File: config.mk
export PLATFORM = sky130hd
export DESIGN_NAME = traffic_scheduler
export DESIGN_NICKNAME = d
export VERILOG_FILES = /design/src/rtl/noc_harness_pkg.sv /design/src/rtl/rr_dest_gen.sv /design/src/rtl/traffic_scheduler.sv
export SDC_FILE = /design/constraint.sdc
export NUM_CORES = 1
export LEC_CHECK = 0
export CORE_ASPECT_RATIO = 0.7
export CORE_UTILIZATION = 50
export CTS_CLUSTER_SIZE = 16
export DETAILED_ROUTE_END_ITERATION = 7
export PLACE_DENSITY = 0.72
export SLEW_MARGIN = 5
export SYNTH_ARGS = -nofsm -noshare
export SYNTH_HDL_FRONTEND = slang
export SYNTH_HIERARCHICAL = 1
export SYNTH_SLANG_ARGS = --single-unit
File: constraint.sdc
create_clock -name clk -period 4.15 [get_ports clk]
set_input_delay 0.6225 -clock clk [delete_from_list [all_inputs] [get_ports clk]]
set_output_delay 0.6225 -clock clk [all_outputs]
set_load 0.01 [all_outputs]
File: src/rtl/noc_harness_pkg.sv
// Shared types and helpers for the NoC traffic harness.
// Holds the scheduler state encoding and round-robin destination math.
package noc_harness_pkg;

    localparam int DEF_CNT_W  = 32;
    localparam int DEF_ADDR_W = 4;

    typedef enum logic [1:0] {
        ST_IDLE = 2'd0,
        ST_SEND = 2'd1,
        ST_COOL = 2'd2,
        ST_DONE = 2'd3
    } sched_state_e;

    // Lowest address that is not this node.
    function automatic int unsigned first_dest(input int unsigned self_id);
        return (self_id == 0) ? 1 : 0;
    endfunction

    // Next destination modulo n, skipping this node's own address.
    function automatic int unsigned next_dest(
        input int unsigned cur,
        input int unsigned n,
        input int unsigned self_id
    );
        int unsigned d;
        d = (cur + 1) % n;
        if (d == self_id) d = (d + 1) % n;
        return d;
    endfunction

endpackage

File: src/rtl/rr_dest_gen.sv
// Round-robin destination register that never points at SELF_ID.
// Ports: clk, reset (async active-low), load (restart), adv (step), dest.
module rr_dest_gen
    import noc_harness_pkg::*;
#(
    parameter int N_NODES = 16,
    parameter int SELF_ID = 0,
    parameter int ADDR_W  = DEF_ADDR_W
) (
    input  logic              clk,
    input  logic              reset,
    input  logic              load,
    input  logic              adv,
    output logic [ADDR_W-1:0] dest
);

    localparam int unsigned FIRST = first_dest(SELF_ID);

    always_ff @(posedge clk or negedge reset) begin
        if (!reset) begin
            dest <= ADDR_W'(FIRST);
        end else if (load) begin
            dest <= ADDR_W'(FIRST);
        end else if (adv) begin
            dest <= ADDR_W'(next_dest(32'(dest), N_NODES, SELF_ID));
        end
    end

endmodule

File: src/rtl/traffic_scheduler.sv
// Per-node injection controller: SEND phase at a fixed offer rate, then
// COOLDOWN until drained or expired. Ports: clk, reset (async active-low),
// start; injection offer inj_valid/inj_dest/inj_seq with inj_ready; rcv_valid
// receive pulses; status send/busy/done/timeout; sent/rcvd/outstanding counts.
module traffic_scheduler
    import noc_harness_pkg::*;
#(
    parameter int SIM_CYCLES      = 100000,
    parameter int COOLDOWN_CYCLES = 10000,
    parameter int INJ_PERIOD      = 4,
    parameter int N_NODES         = 16,
    parameter int SELF_ID         = 0,
    parameter int ADDR_W          = DEF_ADDR_W,
    parameter int CNT_W           = DEF_CNT_W
) (
    input  logic              clk,
    input  logic              reset,
    input  logic              start,
    output logic              inj_valid,
    output logic [ADDR_W-1:0] inj_dest,
    output logic [CNT_W-1:0]  inj_seq,
    input  logic              inj_ready,
    input  logic              rcv_valid,
    output logic              send,
    output logic              busy,
    output logic              done,
    output logic              timeout,
    output logic [CNT_W-1:0]  sent_count,
    output logic [CNT_W-1:0]  rcvd_count,
    output logic [CNT_W-1:0]  outstanding
);

    sched_state_e     state, state_n;
    logic [CNT_W-1:0] phase_cnt, phase_n;
    logic [CNT_W-1:0] cool_cnt, cool_n;
    logic [CNT_W-1:0] period_cnt, period_n;
    logic [CNT_W-1:0] seq_n, sent_n, rcvd_n, out_n;
    logic             valid_n, timeout_n;
    logic             hs, hold, rcv_on;
    logic             last_send, drained, expired;
    logic             dest_load;

    function automatic logic [CNT_W-1:0] sat_inc(input logic [CNT_W-1:0] v);
        return (&v) ? v : v + CNT_W'(1);
    endfunction

    assign hs        = inj_valid & inj_ready;
    assign hold      = inj_valid & ~inj_ready;
    assign rcv_on    = rcv_valid & (state != ST_IDLE);
    assign last_send = (phase_cnt == CNT_W'(SIM_CYCLES - 1));
    assign drained   = (outstanding == '0) & ~inj_valid;
    assign expired   = (cool_cnt == CNT_W'(COOLDOWN_CYCLES - 1));

    always_comb begin
        state_n   = state;
        phase_n   = phase_cnt;
        cool_n    = cool_cnt;
        period_n  = period_cnt;
        valid_n   = inj_valid;
        seq_n     = inj_seq;
        sent_n    = sent_count;
        rcvd_n    = rcvd_count;
        out_n     = outstanding;
        timeout_n = timeout;
        dest_load = 1'b0;

        if (rcv_on) rcvd_n = sat_inc(rcvd_count);
        if (hs) begin
            sent_n = sat_inc(sent_count);
            seq_n  = sat_inc(inj_seq);
        end
        // Outstanding is frozen outside the active phases; a send and a
        // receive in the same cycle cancel, and receives floor at zero.
        if (state == ST_SEND || state == ST_COOL) begin
            if (hs && !rcv_on) begin
                out_n = sat_inc(outstanding);
            end else if (rcv_on && !hs && outstanding != '0) begin
                out_n = outstanding - CNT_W'(1);
            end
        end

        unique case (state)
            ST_IDLE, ST_DONE: begin
                if (start) begin
                    state_n   = ST_SEND;
                    phase_n   = '0;
                    cool_n    = '0;
                    period_n  = '0;
                    valid_n   = 1'b0;
                    seq_n     = '0;
                    sent_n    = '0;
                    rcvd_n    = '0;
                    out_n     = '0;
                    timeout_n = 1'b0;
                    dest_load = 1'b1;
                end
            end
            ST_SEND: begin
                phase_n = sat_inc(phase_cnt);
                if (hs) begin
                    period_n = CNT_W'(INJ_PERIOD - 1);
                end else if (!inj_valid && period_cnt != '0) begin
                    period_n = period_cnt - CNT_W'(1);
                end
                // Launch when the gap has elapsed; the last SEND cycle never
                // launches, so COOL only ever carries a leftover offer.
                valid_n = hold | ((period_n == '0) & ~last_send);
                if (last_send) state_n = ST_COOL;
            end
            ST_COOL: begin
                cool_n  = sat_inc(cool_cnt);
                valid_n = hold;
                if (drained) begin
                    state_n = ST_DONE;
                end else if (expired) begin
                    state_n   = ST_DONE;
                    timeout_n = 1'b1;
                    valid_n   = 1'b0;
                end
            end
        endcase
    end

    always_ff @(posedge clk or negedge reset) begin
        if (!reset) begin
            state <= ST_IDLE;
        end else begin
            state <= state_n;
        end
    end

    always_ff @(posedge clk or negedge reset) begin
        if (!reset) begin
            phase_cnt   <= '0;
            cool_cnt    <= '0;
            period_cnt  <= '0;
            inj_valid   <= 1'b0;
            inj_seq     <= '0;
            sent_count  <= '0;
            rcvd_count  <= '0;
            outstanding <= '0;
            timeout     <= 1'b0;
        end else begin
            phase_cnt   <= phase_n;
            cool_cnt    <= cool_n;
            period_cnt  <= period_n;
            inj_valid   <= valid_n;
            inj_seq     <= seq_n;
            sent_count  <= sent_n;
            rcvd_count  <= rcvd_n;
            outstanding <= out_n;
            timeout     <= timeout_n;
        end
    end

    rr_dest_gen #(
        .N_NODES(N_NODES),
        .SELF_ID(SELF_ID),
        .ADDR_W (ADDR_W)
    ) u_dest (
        .clk  (clk),
        .reset(reset),
        .load (dest_load),
        .adv  (hs),
        .dest (inj_dest)
    );

    assign send = (state == ST_SEND);
    assign busy = (state == ST_SEND) | (state == ST_COOL);
    assign done = (state == ST_DONE);

endmodule

==> metrics.txt <==
Detail Route Antenna Nets 0; H-tree depth 1; WL/cell 18.28 um; post-route minimum period 3241 ps; Clock Latency Late Sink 540 ps; power per cell area 579.5 nW/um2; Post-Place Setup Slack 728.4 ps; # resized after CTS 0; Die Y 140.3 um; Data arrival, critical path 3690 ps; setup violators final 0; Primary FF master, synth dfrtp_1; Syn-to-layout area delta 19.09%; row count 50; CP Capture Type register; final instance area 16280 um2; Hold-fix buffers, CTS 0; Core Area 26780 um2; global-route wire length before repair 61.86 mm; port bufs 141; final worst setup slack 908.8 ps; Inserted Diodes 0; Root Buffer Master clkbuf_16; Worst setup SP type register; crit path max fanout 6; Max Fclk 308.5 MHz; Lkg Pwr 6.579 nW; Initial Util 51.05%; grt total ovfl 0; Max-Cap Viols 0; r2r startpoint state[0]$_DFFE_PN0P_; Final Slew Violations 0; num ports 142; RSZ-0062 raised after global routing no; CP Data Required Time 4600 ps; vias per cell 6.105; sequential area share after synthesis 42.48%; nets 1708; final WL 37.79 mm; worst-margin pin slew 1071 ps; syn_area_per_cell 8.689 um2; kind of critical path reg2reg; Power, Total 9.433 mW; clock-pin slew on the worst setup and hold paths 60 ps; status complete, no violations; total CTS buffers 24; Yosys cell types 82; YS warnings 6; clock sink count 232; DIE WIDTH 199.6 um; Die ar. 28010 um2; vias in the first global route 11528; Final Hold Viols 0; largest net degree at the start of global routing 102; Post-CTS Repair Setup Buffers 0; Detailed Routing Iterations Pass 1 8; hold crit path type in2async; path depth of the worst reg2reg path 10; worst reg2reg path endpoint phase_cnt[28]$_DFFE_PN0P_; Setup TNS Final 0 ps; TritonCTS clock tree yes; initial antenna violation count 0; Detailed Route Iter0 Violations 1183; share of cells above drive strength 1 6.342%; Slew Limit Headroom 28.58%; Hold WS 107.4 ps; maximum clock insertion buffer count 3; period utilisation layout 78.10%; Gate Count Post-Synth 1573; Detailed Place HPWL 26.29 mm; number of synthesized flops with an enable pin 0; reg2reg setup slack 910 ps; Max IR drop VDD 0.3527 mV; Clock Skew 12.69 ps; routability cong. 1.004; GRT Total Usage 27.35%; Filler Cell Count 2409; DR vias 12620; mapped cell area 13670 um2; Syn Nets 1596; DRC viols 0; Yosys reg bits 232; Synth async-reset ratio 100.0%; Placement Cell Area 15470 um2
-- stage by stage --
stage               util [%]  instances
global route           60.79       2067
detailed placement     57.78       2023
floorplan                  -       1573
finish                 60.79       2067
CTS                    60.79       2067
global placement       57.78       2023
-- flip-flops by register name (all words and copies together) (netlist names) --
name and flops:
sent_count 32, cool_cnt 32, state 2, phase_cnt 32, u_dest/dest 4, rcvd_count 32, period_cnt 32, inj_valid 1
timeout 1, outstanding 32, inj_seq 32
-- power breakdown --
part           switching (mW)  total (mW)  leakage (nW)  internal [mW]
clock                   0.925        2.23         0.401           1.30
combinational            2.58        4.10          2.97           1.52
sequential              0.560        3.11          3.20           2.55
-- layer usage --
metal / wire, um / up-vias / track usage, %
li1: - / 5940 / -
met1: 18340 / 6163 / 42.69
met2: 15380 / 463 / 37.21
met3: 3178 / 54 / 6.766
met4: 880 / 0 / 6.830
met5: 0 / - / 0
-- final cells by class --
type | count | area [um2] | share of cell area, %
clock buffer | 36 | 705.7 | 4.335
clock inverter | 8 | 101.3 | 0.6226
tap | 364 | 455.4 | 2.798
timing repair buffer | 169 | 1652 | 10.15
sequential | 232 | 5807 | 35.68
multi-input combinational | 1218 | 7405 | 45.49
inverter | 40 | 151.4 | 0.9301
-- cells by family (layout without fill, tap and decap cells) --
family / Yosys count / in the layout / synth area share (%)
AOI/OAI and AO/OA: 290 / 290 / 13.65
xor gates and xnor gates: 146 / 146 / 9.356
adders and majority gates: 19 / 19 / 1.721
buffers and inverters: 123 / 253 / 3.524
DFF: 232 / 232 / 42.48
muxes: 6 / 6 / 0.4851
and+or+nand+nor: 757 / 757 / 28.78
-- cell usage after synthesis (all sizes together) (6+ instances only) --
master  number  share of area (%)
nand3       85                3.1
or4         20                1.2
nor2       180                4.9
a21oi       55                2.0
nor3        64                2.3
nand2      140                3.8
o32ai        6               0.38
and3        27                1.3
nand4       61                2.8
dfrtp      231                 42
and4        21                1.3
o21ai      100                3.7
or3         42                1.9
a21o         6               0.33
clkbuf      71                1.9
or2         12               0.55
buf         12               0.48
o41ai       10               0.64
xnor2       85                5.4
o31ai       20                1.1
and2        15               0.69
a31oi       18               0.82
nand2b       8               0.37
ha          18                1.6
inv         38                1.0
xor2        61                3.9
a22o        33                2.1
nor4        56                2.7
-- worst max path at each step --
stage / depth (start not counted) / startpoint / slack [ps] / to
floorplan: 12 / state[0]$_DFFE_PN0P_ / 1000 / phase_cnt[26]$_DFFE_PN0P_
global placement: 9 / inj_ready / 820 / outstanding[31]$_DFF_PN0_
detailed placement: 9 / inj_ready / 730 / outstanding[31]$_DFF_PN0_
CTS: 10 / state[0]$_DFFE_PN0P_ / 930 / phase_cnt[28]$_DFFE_PN0P_
global route: 10 / state[0]$_DFFE_PN0P_ / 650 / phase_cnt[28]$_DFFE_PN0P_
finish: 10 / state[0]$_DFFE_PN0P_ / 910 / phase_cnt[28]$_DFFE_PN0P_
-- placed cells by master (no fill, tap or decap), drive strengths merged, types with 10 or more instances in the layout --
cell           count
xnor2             85
nor4              56
o21ai            100
or3               42
or4               20
dfrtp            231
clkbuf            36
o31ai             20
buf               29
nand4             61
ha                18
a21oi             55
o41ai             10
a22o              33
or2               12
and3              27
and2              15
nor2             180
xor2              61
nor3              64
nand2            140
and4              21
nand3             85
inv               37
a31oi             18
clkdlybuf4s50    140
-- worst max-delay path, stage by stage (launching register included) --
cell and delay, ps:
dfrtp_1 410, inv_1 80, ha_1 410, nand2b_1 300
clkinv_2 100, a21oi_1 60, or4_1 560, nor4_1 440
nand3_1 260, or4_1 440, o21ai_0 90
(Power assumes the default switching activity.)
